===== src/rtl/sdram_rw_arbiter.sv =====
// sdram_rw_arbiter: schedules SDRAM bursts between the camera write FIFO and
// the LCD read FIFO. It generates each burst's start address and length,
// walks the frame pointers with wrap, and flips banks for ping-pong buffering.
module sdram_rw_arbiter #(
  parameter int ADDR_W   = 24,
  parameter int LEN_W    = 10,
  parameter int BANK_BIT = 22
) (
  input  logic              clk,
  input  logic              rst,
  input  logic              init_done,
  input  logic [LEN_W-1:0]  wr_level,
  input  logic [LEN_W-1:0]  rd_level,
  input  logic [LEN_W-1:0]  wr_len,
  input  logic [LEN_W-1:0]  rd_len,
  input  logic [ADDR_W-1:0] wr_min_addr,
  input  logic [ADDR_W-1:0] wr_max_addr,
  input  logic [ADDR_W-1:0] rd_min_addr,
  input  logic [ADDR_W-1:0] rd_max_addr,
  input  logic              wr_load,
  input  logic              rd_load,
  input  logic              read_valid,
  input  logic              pingpang_en,
  output logic              wr_req,
  output logic [ADDR_W-1:0] wr_addr,
  output logic [LEN_W-1:0]  wr_burst,
  input  logic              wr_ack,
  input  logic              wr_done,
  output logic              rd_req,
  output logic [ADDR_W-1:0] rd_addr,
  output logic [LEN_W-1:0]  rd_burst,
  input  logic              rd_ack,
  input  logic              rd_done,
  output logic              busy
);

  typedef enum logic [2:0] {IDLE, WR_REQ, WR_WAIT, RD_REQ, RD_WAIT} state_t;

  state_t              state_q, state_d;
  logic                last_rd_q, last_rd_d;   // 1: last grant went to the read port
  logic [ADDR_W-1:0]   wr_ptr_q, wr_ptr_d, rd_ptr_q, rd_ptr_d;
  logic                wr_bank_q, wr_bank_d, rd_bank_q, rd_bank_d;
  logic                wr_lp_q, wr_lp_d, rd_lp_q, rd_lp_d;  // deferred load flags
  logic [ADDR_W-1:0]   wr_addr_q, rd_addr_q;
  logic [LEN_W-1:0]    wr_burst_q, rd_burst_q;
  logic                grant_wr, grant_rd;
  logic                wr_pend, rd_pend;
  logic [ADDR_W:0]     wr_next, rd_next;

  // Replace the bank bit with the port's bank when ping-pong is enabled.
  function automatic logic [ADDR_W-1:0] bank_addr(input logic [ADDR_W-1:0] p,
                                                  input logic b, input logic en);
    logic [ADDR_W-1:0] a;
    a = p;
    if (en) a[BANK_BIT] = b;
    return a;
  endfunction

  // A port with a deferred load is held off until the reload lands in IDLE.
  assign wr_pend = init_done & ~wr_load & ~wr_lp_q & (wr_level >= wr_len);
  assign rd_pend = init_done & read_valid & ~rd_load & ~rd_lp_q & (rd_level < rd_len);

  // Arbitration and handshake sequencing.
  always_comb begin
    state_d   = state_q;
    last_rd_d = last_rd_q;
    grant_wr  = 1'b0;
    grant_rd  = 1'b0;
    case (state_q)
      IDLE: begin
        if (wr_pend && (!rd_pend || last_rd_q)) begin
          grant_wr  = 1'b1;
          last_rd_d = 1'b0;
          state_d   = WR_REQ;
        end else if (rd_pend) begin
          grant_rd  = 1'b1;
          last_rd_d = 1'b1;
          state_d   = RD_REQ;
        end
      end
      WR_REQ:  if (wr_ack)  state_d = WR_WAIT;
      WR_WAIT: if (wr_done) state_d = IDLE;
      RD_REQ:  if (rd_ack)  state_d = RD_WAIT;
      RD_WAIT: if (rd_done) state_d = IDLE;
      default: state_d = IDLE;
    endcase
  end

  // Pointer / bank / deferred-load bookkeeping. The write side is resolved
  // first so a read wrap sees the post-toggle write bank.
  always_comb begin
    wr_ptr_d  = wr_ptr_q;
    wr_bank_d = wr_bank_q;
    wr_lp_d   = wr_lp_q;
    rd_ptr_d  = rd_ptr_q;
    rd_bank_d = rd_bank_q;
    rd_lp_d   = rd_lp_q;
    wr_next   = {1'b0, wr_ptr_q} + (ADDR_W+1)'(wr_burst_q);
    rd_next   = {1'b0, rd_ptr_q} + (ADDR_W+1)'(rd_burst_q);

    if (state_q == IDLE) begin
      if (wr_load || wr_lp_q) begin
        wr_ptr_d  = wr_min_addr;
        wr_bank_d = 1'b0;
        wr_lp_d   = 1'b0;
      end
    end else if (state_q == WR_WAIT && wr_done) begin
      wr_lp_d = 1'b0;
      if (wr_load || wr_lp_q) begin
        wr_ptr_d  = wr_min_addr;
        wr_bank_d = 1'b0;
      end else if (wr_next >= {1'b0, wr_max_addr}) begin
        wr_ptr_d = wr_min_addr;
        if (pingpang_en) wr_bank_d = ~wr_bank_q;
      end else begin
        wr_ptr_d = wr_next[ADDR_W-1:0];
      end
    end else if (wr_load) begin
      wr_lp_d = 1'b1;
    end

    if (state_q == IDLE) begin
      if (rd_load || rd_lp_q) begin
        rd_ptr_d  = rd_min_addr;
        rd_bank_d = 1'b1;
        rd_lp_d   = 1'b0;
      end
    end else if (state_q == RD_WAIT && rd_done) begin
      rd_lp_d = 1'b0;
      if (rd_load || rd_lp_q) begin
        rd_ptr_d  = rd_min_addr;
        rd_bank_d = 1'b1;
      end else if (rd_next >= {1'b0, rd_max_addr}) begin
        rd_ptr_d = rd_min_addr;
        if (pingpang_en) rd_bank_d = ~wr_bank_d;
      end else begin
        rd_ptr_d = rd_next[ADDR_W-1:0];
      end
    end else if (rd_load) begin
      rd_lp_d = 1'b1;
    end
  end

  // State, pointers and burst descriptors captured at grant.
  always_ff @(posedge clk) begin
    if (rst) begin
      state_q    <= IDLE;
      last_rd_q  <= 1'b1;
      wr_ptr_q   <= wr_min_addr;
      rd_ptr_q   <= rd_min_addr;
      wr_bank_q  <= 1'b0;
      rd_bank_q  <= 1'b1;
      wr_lp_q    <= 1'b0;
      rd_lp_q    <= 1'b0;
      wr_addr_q  <= '0;
      rd_addr_q  <= '0;
      wr_burst_q <= '0;
      rd_burst_q <= '0;
    end else begin
      state_q   <= state_d;
      last_rd_q <= last_rd_d;
      wr_ptr_q  <= wr_ptr_d;
      rd_ptr_q  <= rd_ptr_d;
      wr_bank_q <= wr_bank_d;
      rd_bank_q <= rd_bank_d;
      wr_lp_q   <= wr_lp_d;
      rd_lp_q   <= rd_lp_d;
      if (grant_wr) begin
        wr_addr_q  <= bank_addr(wr_ptr_q, wr_bank_q, pingpang_en);
        wr_burst_q <= wr_len;
      end
      if (grant_rd) begin
        rd_addr_q  <= bank_addr(rd_ptr_q, rd_bank_q, pingpang_en);
        rd_burst_q <= rd_len;
      end
    end
  end

  assign wr_req   = (state_q == WR_REQ);
  assign rd_req   = (state_q == RD_REQ);
  assign wr_addr  = wr_addr_q;
  assign rd_addr  = rd_addr_q;
  assign wr_burst = wr_burst_q;
  assign rd_burst = rd_burst_q;
  assign busy     = (state_q != IDLE);

endmodule


===== config.mk =====
export PLATFORM = sky130hd
export DESIGN_NAME = sdram_rw_arbiter
export DESIGN_NICKNAME = d
export VERILOG_FILES = /design/src/rtl/sdram_rw_arbiter.sv
export SDC_FILE = /design/constraint.sdc
export NUM_CORES = 1
export LEC_CHECK = 0
export CORE_UTILIZATION = 35
export DETAILED_ROUTE_END_ITERATION = 6
export SETUP_SLACK_MARGIN = 0.4
export SLEW_MARGIN = 20
export SYNTH_ARGS = -nofsm -noshare
export SYNTH_HDL_FRONTEND = slang
export SYNTH_SLANG_ARGS = --single-unit
export TNS_END_PERCENT = 100

===== constraint.sdc =====
create_clock -name clk -period 5.05 [get_ports clk]
set_input_delay 1.01 -clock clk [delete_from_list [all_inputs] [get_ports clk]]
set_output_delay 1.01 -clock clk [all_outputs]
set_load 0.005 [all_outputs]

## Word level (Yosys, flattened, before mapping)

Cells that the tools add are included.

| storage, ports and cells | value |
|---|---|
| register bits | 124 |
| input port bits | 147 |
| output and inout bits | 71 |
| logic and storage cells | 116 |

| operators by class | value |
|---|---|
| add/subtract/negate cells | 2 |
| order comparisons | 4 |
| eq/ne operators | 13 |
| muxes and demuxes | 48 |
| bitwise logic cells | 13 |
| reduce and logical (&&, ||, !) cells | 24 |

Operators with widths:

| cell | count |
|---|---|
| two-way mux 24 bit | 12 |
| adder 24 x 10 -> 25 bit | 2 |
| >= comparator 25 x 24 -> 1 bit | 2 |
| two-way mux 1 bit | 29 |
| two-way mux 3 bit | 6 |
| case mux 3 bit (5 select lines) | 1 |
| nonzero test 3 bit | 5 |
| >= comparator 10 bit | 1 |
| less-than comparator 10 bit | 1 |
| AND reduction 2 bit | 5 |
| inequality test 2 x 1 -> 1 bit, second input constant | 4 |
| nonzero test 2 bit | 4 |
| AND 1 bit | 7 |
| equality test 3 x 2 -> 1 bit, second input constant | 2 |
| inequality test 3 x 2 -> 1 bit, second input constant | 2 |
| inverter 1 bit | 6 |
| AND reduction 5 bit | 1 |
| inequality test 2 bit, second input constant | 2 |
| AND reduction 4 bit | 1 |
| equality test 3 x 1 -> 1 bit, second input constant | 1 |
| equality test 3 bit, second input constant | 1 |
| logical AND 1 bit | 3 |
| logical NOT 3 bit | 1 |
| logical OR 1 bit | 3 |
| 2 further kinds | 2 |

## Longest topological paths before layout

Gate-level depths: netlist (run 1).

| logic depth | value |
|---|---|
| depth after elaboration | 12 |
| mapped depth | 20 |
| gate-level depth less buffers | 18 |

## Worst setup path after synthesis (run 1)

Ideal clock, no wire load.

| timing path | value |
|---|---|
| path type | reg2reg |
| start point | register rd_burst_q[0] (netlist: rd_burst[0]) |
| end point | register rd_ptr_q[10] (data pin) |
| library setup time | 260 ps |
| data arrival time | 3945 ps |
| data required time | 4790 ps |
| setup slack | 844 ps |
| stages on the path, launching flop included | 21 |
| buffers on the path | 2 |
| period minus slack after synthesis | 4206 ps |
| cells stage by stage | dfxtp_1 -> ha_1 -> inv_1 -> fa_1 -> nor2b_1 -> o31a_1 -> o21ai_4 -> o21ai_4 -> nand3_1 -> xnor2_1 -> ha_1 -> nand2_1 -> o21ai_0 -> a2111oi_0 -> a211o_1 -> o2111a_1 -> o211ai_2 -> or3_1 -> buf_6 -> buf_12 -> mux2_4 |

| between the ends | value |
|---|---|
| longest elaborated chain between the ends | 7 |

RTL lines:

| element | line | RTL |
|---|---|---|
| start: declaration | 45 | `logic [LEN_W-1:0] wr_burst_q, rd_burst_q;` |
| start signal: assignment | 174 | `rd_burst_q <= rd_len;` |
| adder 24 x 10 -> 25 bit (*) | 99 | `rd_next = {1'b0, rd_ptr_q} + (ADDR_W+1)'(rd_burst_q);` |
| >= comparator 25 x 24 -> 1 bit | 133 | `end else if (rd_next >= {1'b0, rd_max_addr}) begin` |
| two-way mux 24 bit (*) | 133 |  |
| two-way mux 24 bit (*) | 130 | `if (rd_load \|\| rd_lp_q) begin` |
| two-way mux 24 bit (*) | 128 | `end else if (state_q == RD_WAIT && rd_done) begin` |
| two-way mux 24 bit (*) | 122 | `if (state_q == IDLE) begin` |
| two-way mux 24 bit (*) | 146 | `if (rst) begin` |
| end signal: assignment | 150 | `rd_ptr_q <= rd_min_addr;` |
| end signal: assignment | 163 | `rd_ptr_q <= rd_ptr_d;` |
| end: declaration | 41 | `logic [ADDR_W-1:0] wr_ptr_q, wr_ptr_d, rd_ptr_q, rd_ptr_d;` |

Every way passes the cells marked *; elsewhere a longest branch is shown, timed or not. The select of a mux whose other input is x is not followed.
A chain may end at the register's enable or synchronous reset.

## Final worst setup path (run 1)

| timing path | value |
|---|---|
| start point | register rd_ptr_q[0] |
| end point | register rd_ptr_q[4] (data pin) |

| between the ends | value |
|---|---|
| longest elaborated chain between the ends | 7 |

RTL lines:

| element | line |
|---|---|
| adder 24 x 10 -> 25 bit (*) | 99 |
| >= comparator 25 x 24 -> 1 bit | 133 |
| two-way mux 24 bit (*) | 133 |
| two-way mux 24 bit (*) | 130 |
| two-way mux 24 bit (*) | 128 |
| two-way mux 24 bit (*) | 122 |
| two-way mux 24 bit (*) | 146 |

Marks and branches as above.

==> results of run 1 <==
==> metrics by stage <==
stage	util [%]	hold slack, ns
after CTS	49.3	0.498
final	50.5	0.492
after global routing	50.5	0.523
after detailed placement	46.5	0.483
after floorplan	-	0.483
after global placement	46.5	0.475
==> flip-flops by register name (all words and copies together), names as in the netlist <==
name / cells
rd_bank_q: 1
rd_addr: 24
wr_burst: 10
wr_lp_q: 1
wr_addr: 24
last_rd_q: 1
rd_burst: 10
wr_bank_q: 1
state_q: 3
wr_ptr_q: 24
rd_ptr_q: 24
rd_lp_q: 1
==> Yosys cell counts, types with 20 or more instances <==
cell | count | share of area, %
sky130_fd_sc_hd__nor2_1 | 105 | 4.9
sky130_fd_sc_hd__ha_1 | 87 | 14
sky130_fd_sc_hd__inv_1 | 87 | 4.1
sky130_fd_sc_hd__dfxtp_1 | 76 | 19
sky130_fd_sc_hd__mux2i_1 | 69 | 8.6
sky130_fd_sc_hd__edfxtp_1 | 48 | 18
sky130_fd_sc_hd__nand2_1 | 38 | 1.8
sky130_fd_sc_hd__a21oi_1 | 36 | 2.2
sky130_fd_sc_hd__mux2_2 | 26 | 3.6
sky130_fd_sc_hd__nand3_1 | 24 | 1.5
sky130_fd_sc_hd__xnor2_1 | 24 | 2.6
sky130_fd_sc_hd__mux2_4 | 21 | 3.9
sky130_fd_sc_hd__o21ai_0 | 20 | 1.2
==> cells in the final DEF, fill, tap and decap left out, drive strengths merged, types with 4 or more instances in the layout <==
cell,count
nor2b,4
o211ai,5
nor2,106
a211oi,12
a21o,7
bufinv,4
dfxtp,76
buf,18
mux2,48
nor4,5
mux2i,69
nor3,10
xnor2,24
nand4,12
nand3,24
a211o,4
inv,89
xor2,17
a21oi,36
or3,4
and3,5
o21bai,4
edfxtp,48
ha,87
clkdlybuf4s50,216
clkinv,8
nand2b,8
nand2,38
clkbuf,19
o21ai,22
==> logic make-up (layout without fill, tap and decap cells) <==
kind of cell / count (synthesis) / after routing / share of synthesized area, %
compound gates: 114 / 114 / 9.61
xor+xnor: 41 / 41 / 4.48
fa+ha+maj: 89 / 89 / 14.1
buf+inv: 108 / 355 / 5.86
flops: 124 / 124 / 36.9
mux: 117 / 117 / 16.3
simple gates: 223 / 223 / 12.7
==> per-layer routing <==
metal	track usage [%]	wire length, um	vias to the layer above
met5	0	0	-
met4	6.81	403	0
met3	3.63	1100	25
met2	30.4	10200	200
met1	25.2	10800	3055
li1	-	-	3359
==> layout make-up <==
| class | count | share of cell area, % |
|---|---|---|
| clock buffer | 17 | 3.73 |
| clock inverter | 15 | 1.72 |
| inverter | 87 | 2.87 |
| multi-input combinational | 584 | 41.7 |
| sequential | 124 | 26.0 |
| tap | 285 | 3.13 |
| timing repair buffer | 236 | 20.8 |
==> worst min-delay path, delay by kind of cell, from the launching register on <==
family / cells / cell delay (ns)
and+or+nand+nor: 1 / 0.07
muxes: 1 / 0.07
DFF: 1 / 0.32
==> worst paths after layout <==
path | to | slack [ns] | start | cells after the start
worst max-delay path | rd_ptr_q[4] | 0.55 | rd_ptr_q[0] | 18
worst min-delay path | wr_addr[1] | 0.49 | wr_addr[1] | 2
worst max register to register | rd_ptr_q[4] | 0.55 | rd_ptr_q[0] | 18
worst min register to register | wr_addr[1] | 0.49 | wr_addr[1] | 2
==> power by group <==
part	switching, mW	internal (mW)	leakage, nW
clock	0.487	0.825	0.300
sequential	0.0735	1.13	1.10
combinational	0.363	0.391	3.64
total	0.923	2.35	5.05
==> timing repair <==
| item | in CTS | in global routing |
|---|---|---|
| cloned | 0 | 3 |
| pin swaps | 1 | 12 |
| gates resized for setup | 2 | 34 |
| buffers inserted | 0 | 7 |
| endpoints found under the setup margin | 24 | 48 |
==> summary.txt, run 1 <==
Worst setup path
  • Critical path data required time: between 5 and 6 ns
  • Critical-path cell with the highest stage delay: sky130_fd_sc_hd__or3_4
  • Most frequent cell on the critical path: sky130_fd_sc_hd__o21a_1
  • Family with the most delay on the worst path: compound AO/OA/AOI/OAI gates
  • Category of the worst setup path capture point: flip-flop
  • Buffer and inverter count on the worst path: 3
  • Largest fanout of any net on the critical path: 6
  • Peak per-stage delay on the critical path: between 0.4 and 0.5 ns
  • Cell-by-cell listing of the critical path: ha_2 -> inv_1 -> fa_2 -> nor2b_2 -> o31a_1 -> buf_4 -> o21a_1 -> nor2_1 -> xnor2_1 -> ha_1 -> a211o_1 -> o31ai_4 -> o21a_1 -> o2111a_1 -> o211ai_2 -> or3_4 -> clkbuf_16 -> mux2_4
  • Worst Setup Path Type: reg2reg
  • Critical path launch point type: flip-flop
  • Critical Path AT: between 4 and 5 ns

Final layout
  • Number of antenna cells inserted: 0
  • Filler cell count: between 2000 and 2500
  • Footprint of the multi-input gates: between 4000 and 5000 um^2
  • Synth-to-Final Area Change: 42.0%
  • Sequential Area: roughly 3000 um^2
  • Final non-filler cell total: 1348
  • Share of post-route cells with drive strength above 1: between 10% and 20%
  • Final nets: between 1000 and 1500
  • Final non-filler cell area: between 10000 and 15000 um^2

Yosys
  • Synthesized area per cell: 9.83 um^2
  • Flop and latch count out of synthesis: 124
  • Synth unique cells: 56
  • Number of cells produced by synthesis: around 820
  • Post-synthesis instance area: 8020 um^2
  • Share of synthesized registers carrying an async set or reset: 0%
  • Commonest register cell after synthesis: sky130_fd_sc_hd__dfxtp_1
  • Post-synth EDFFs: 48
  • Post-synth net total: between 1000 and 1500
  • Sequential fraction of the synthesis area: a little under two fifths
  • Total of warnings raised by yosys: 0

Timing
  • Post-layout worst setup margin: roughly 0.55 ns
  • Max Clock Freq: approximately 220 MHz
  • RSZ-0062 raised after global routing: false
  • Final setup skew: roughly 0.013 ns
  • Max Transition Viols Final: 0
  • Final hold violation count: 0
  • Setup TNS Final: 0 ns
  • Final setup vio count: 0
  • Min Tclk post-route: about 4.5 ns
  • Worst-margin pin slew: around 1.1 ns
  • Final clock period utilization by the worst path: between 80 and 90%
  • Worst slew slack as a fraction of its limit: between 20 and 30%

Detailed routing
  • Routed via count divided by cell count: a little under 5
  • Iteration-0 DRC Markers: 265
  • Antenna-violating nets left: 0
  • DRC violation count after routing: 0
  • 1st-pass router iterations: 5
  • Routed wire length per instance: between 15 and 20 um
  • Total via count in the routed design: approximately 6600
  • Total detailed-routing wirelength: between 20 and 25 mm

GRT
  • Number of global-route vias before repair: roughly 6500
  • Number of antenna violations at the first check in global routing: 0
  • Leftover overflow at the end of global routing: 0
  • Global router's overall resource usage: 18.9%
  • First-pass GRT wire length: 34.3 mm
  • Pin count of the biggest net entering global routing: 37

Outcome
  • Run status: finished, final reports clean

Clock network
  • H-tree Lvls: 4
  • TritonCTS Buffers: 17
  • Clock root buffer master: sky130_fd_sc_hd__clkbuf_16
  • CTS tree: done
  • Post-CTS Hold Buffers: 0
  • Clock slew at reported path FFs: roughly 0.060 ns
  • Deepest clock path buffer count: 2
  • Clock Sink Count: around 120
  • Insertion delay of the later-clocked pin in the worst-skew pair: 0.43 ns

Pwr
  • Cell Pwr Density: 287 nW/um^2
  • Reported leakage power: about 5.0 nW
  • Total power draw: approximately 3.3 mW
  • Worst IR Drop VDD: roughly 0.18 mV

Min path
  • Worst hold path type: reg2reg

Floorplan
  • Floorplan row count: 55
  • Initial standard-cell utilization of the core: a little over a third
  • Ports placed on the boundary: 218
  • Core Area: ~23000 um^2
  • Die area: about 24000 um^2
  • Vertical die dimension: 153 um
  • Floorplan die width: ~150 um

Placement
  • Pre-CTS setup slack: approximately 0.32 ns
  • Placed Instance Area: between 10000 and 15000 um^2
  • Buffers on Ports: between 200 and 250
  • Cell total after placement: 1306
  • Placed wire-length estimate: ~17 mm
  • Gpl congestion: roughly 0.93

Flow run
  • Max-cap viol count: 0
Power figures use the tool's default switching activity.
==> inputs of run 2 (changes only) <==
- CORE_UTILIZATION: 35 -> 40
- PLACE_DENSITY: default -> 0.68
==> run 2 against run 1 <==
Sequential power hardly changed. Critical endpoint is now rd_ptr_q[11]. Via count grew 0.56%. Critical path depth rose by 2. Clock skew fell by 0.0034 ns.
==> summary.txt, run 2 (synthesis gave the netlist of run 1 again) <==
Final layout
  • Most frequent cells in the layout: sky130_fd_sc_hd__clkdlybuf4s50_1, sky130_fd_sc_hd__nor2_1, sky130_fd_sc_hd__inv_1, sky130_fd_sc_hd__ha_1, sky130_fd_sc_hd__dfxtp_1 (unchanged)
  • Share of post-route cells with drive strength above 1: 11.6% (was 12.4%)
  • Final nets: 1280 (was 1286)
  • Number of antenna cells inserted: 0 (unchanged)
  • Footprint of the multi-input gates: 4710 um^2 (was 4750 um^2)
  • Synth-to-Final Area Change: 41.2% (was 42.0%)
  • Filler cell count: 1785 (was 2040)
  • Most common cell after layout, fill and taps aside: sky130_fd_sc_hd__clkdlybuf4s50_1 (unchanged)
  • Final Core Density: 57.8% (was 50.5%)
  • Sequential Area: 2960 um^2 (unchanged)

GRT
  • Number of antenna violations at the first check in global routing: 1 (was 0)
  • Pin count of the biggest net entering global routing: 49 (was 37)
  • First-pass GRT wire length: 33.1 mm (was 34.3 mm)
  • Number of global-route vias before repair: 6511 (was 6522)
  • Global router's overall resource usage: 21.0% (was 18.9%)
  • Leftover overflow at the end of global routing: 0 (unchanged)

Detailed routing
  • Routed wire length per instance: 16.3 um (was 16.7 um)
  • Routed via count divided by cell count: 5.05 (was 4.93)
  • Total via count in the routed design: 6676 (was 6639)
  • DRC violation count after routing: 0 (unchanged)
  • Iteration-0 DRC Markers: 266 (was 265)
  • Total detailed-routing wirelength: 21.6 mm (was 22.5 mm)
  • Antenna-violating nets left: 0 (unchanged)
  • 1st-pass router iterations: 4 (was 5)

Clock network
  • TritonCTS Buffers: 17 (unchanged)
  • Deepest clock path buffer count: 2 (unchanged)
  • Clock root buffer master: sky130_fd_sc_hd__clkbuf_16 (unchanged)
  • Clock slew at reported path FFs: 0.06 ns (about the same)
  • H-tree Lvls: 4 (unchanged)
  • Insertion delay of the later-clocked pin in the worst-skew pair: 0.43 ns (about the same)
  • CTS tree: done (unchanged)
  • Clock Sink Count: 124 (unchanged)

Timing
  • Final setup skew: 0.00959 ns (was 0.0130 ns)
  • Max Clock Freq: 221 MHz (was 222 MHz)
  • RSZ-0062 raised after global routing: false (unchanged)
  • Final hold violation count: 0 (unchanged)
  • Final clock period utilization by the worst path: 89.4% (was 89.1%)
  • Worst-margin pin slew: 1.08 ns (was 1.07 ns)
  • Min Tclk post-route: 4.52 ns (was 4.50 ns)
  • Final setup vio count: 0 (unchanged)
  • Worst slew slack as a fraction of its limit: 27.9% (was 28.4%)
  • Setup TNS Final: 0 ns (unchanged)
  • Max Transition Viols Final: 0 (unchanged)

Worst setup path
  • Worst Setup Path Type: reg2reg (unchanged)
  • Critical Path AT: 4.68 ns (was 4.67 ns)
  • Critical path data required time: 5.22 ns (about the same)
  • Category of the worst setup path capture point: flip-flop (unchanged)
  • Largest fanout of any net on the critical path: 12 (was 6)
  • Critical path launch point type: flip-flop (unchanged)

Pwr
  • Worst IR Drop VDD: 0.215 mV (was 0.179 mV)
  • Reported leakage power: 5.03 nW (was 5.05 nW)
  • Cell Pwr Density: 298 nW/um^2 (was 287 nW/um^2)

Placement
  • Gpl congestion: 0.871 (was 0.926)
  • Placed wire-length estimate: 16.3 mm (was 17.1 mm)
  • Buffers on Ports: 217 (unchanged)

Floorplan
  • Floorplan row count: 51 (was 55)
  • Floorplan die width: 144 um (was 153 um)
  • Initial standard-cell utilization of the core: 40.9% (was 35.5%)
  • Core Area: 19600 um^2 (was 22600 um^2)
  • Die area: 20600 um^2 (was 23500 um^2)
  • Ports placed on the boundary: 218 (unchanged)
  • Vertical die dimension: 144 um (was 153 um)

Flow run
  • Max-cap viol count: 0 (unchanged)

Min path
  • Worst hold path type: reg2reg (unchanged)

Outcome
  • Run status: finished, final reports clean (unchanged)
-- run 2: changes by cell type in the layout (fill, tap and decap cells not counted), sizes merged --
cell | before | now
clkinv | 8 | 3
bufinv | 4 | 6
clkbuf | 19 | 23
buf | 18 | 13
inv | 89 | 87
-- run 2: critical path: stages (launching register included) --
cell	delay (ns)
sky130_fd_sc_hd__edfxtp_1	0.34
sky130_fd_sc_hd__ha_1	0.17
sky130_fd_sc_hd__inv_1	0.06
sky130_fd_sc_hd__fa_2	0.35
sky130_fd_sc_hd__nor2b_2	0.15
sky130_fd_sc_hd__o31a_1	0.26
sky130_fd_sc_hd__o21ai_4	0.10
sky130_fd_sc_hd__o21ai_4	0.26
sky130_fd_sc_hd__buf_6	0.14
sky130_fd_sc_hd__nand3_2	0.09
sky130_fd_sc_hd__xnor2_2	0.17
sky130_fd_sc_hd__ha_1	0.30
sky130_fd_sc_hd__nand2_1	0.07
sky130_fd_sc_hd__o21ai_0	0.12
sky130_fd_sc_hd__a2111oi_2	0.26
sky130_fd_sc_hd__a211o_1	0.16
sky130_fd_sc_hd__o2111a_1	0.21
sky130_fd_sc_hd__o211ai_2	0.11
sky130_fd_sc_hd__or3_4	0.45
sky130_fd_sc_hd__buf_12	0.18
sky130_fd_sc_hd__mux2_4	0.30
-- run 2: layer usage --
layer	up-vias	routed length (um)	global-route usage (%)
met4	2	318	6.10
met5	-	13	0
met2	218	10200	35.7
met1	3095	9680	26.7
li1	3331	-	-
met3	30	1380	4.60
-- run 2: cell type report --
| type | count | area share (%) |
|---|---|---|
| Multi-Input combinational cell | 584 | 41.6 |
| Sequential cell | 124 | 26.2 |
| Tap cell | 265 | 2.93 |
| Timing Repair Buffer | 230 | 20.4 |
| Clock inverter | 10 | 1.86 |
| Clock buffer | 22 | 4.19 |
| Inverter | 87 | 2.88 |
-- run 2: through the flow --
stage	hold WS (ns)	cells	power (mW)	setup WS [ns]	area [um^2]
3_3_place_gp	0.475	1284	1.93	0.452	10400
4_1_cts	0.496	1316	3.37	0.395	11100
2_1_floorplan	0.483	816	1.64	0.844	8020
3_5_place_dp	0.481	1284	1.94	0.320	10400
5_1_grt	0.519	1322	3.53	0.377	11300
6_report	0.490	1322	3.37	0.534	11300
-- run 2: report_power, final --
group	total (mW)	switching (mW)	leakage, nW	internal (mW)
clock	1.43	0.465	0.331	0.966
sequential	1.21	0.0741	1.10	1.13
combinational	0.733	0.352	3.60	0.381
total	3.37	0.892	5.03	2.48
-- run 2: final timing paths --
path,cells past startpoint,start,slack [ns],end
max,20,rd_ptr_q[0],0.53,rd_ptr_q[11]
min,2,wr_addr[10],0.49,wr_addr[10]
max reg2reg,20,rd_ptr_q[0],0.53,rd_ptr_q[11]
min reg2reg,2,wr_addr[10],0.49,wr_addr[10]
-- run 2: timing repair --
| item | 4_1_cts | 5_1_grt |
|---|---|---|
| gates cloned | 0 | 2 |
| buffers inserted | 0 | 4 |
| pin swaps | 0 | 11 |
| gates resized for setup | 3 | 26 |
| hold buffers | 0 | 0 |
| endpoints found under the setup margin | 24 | 48 |
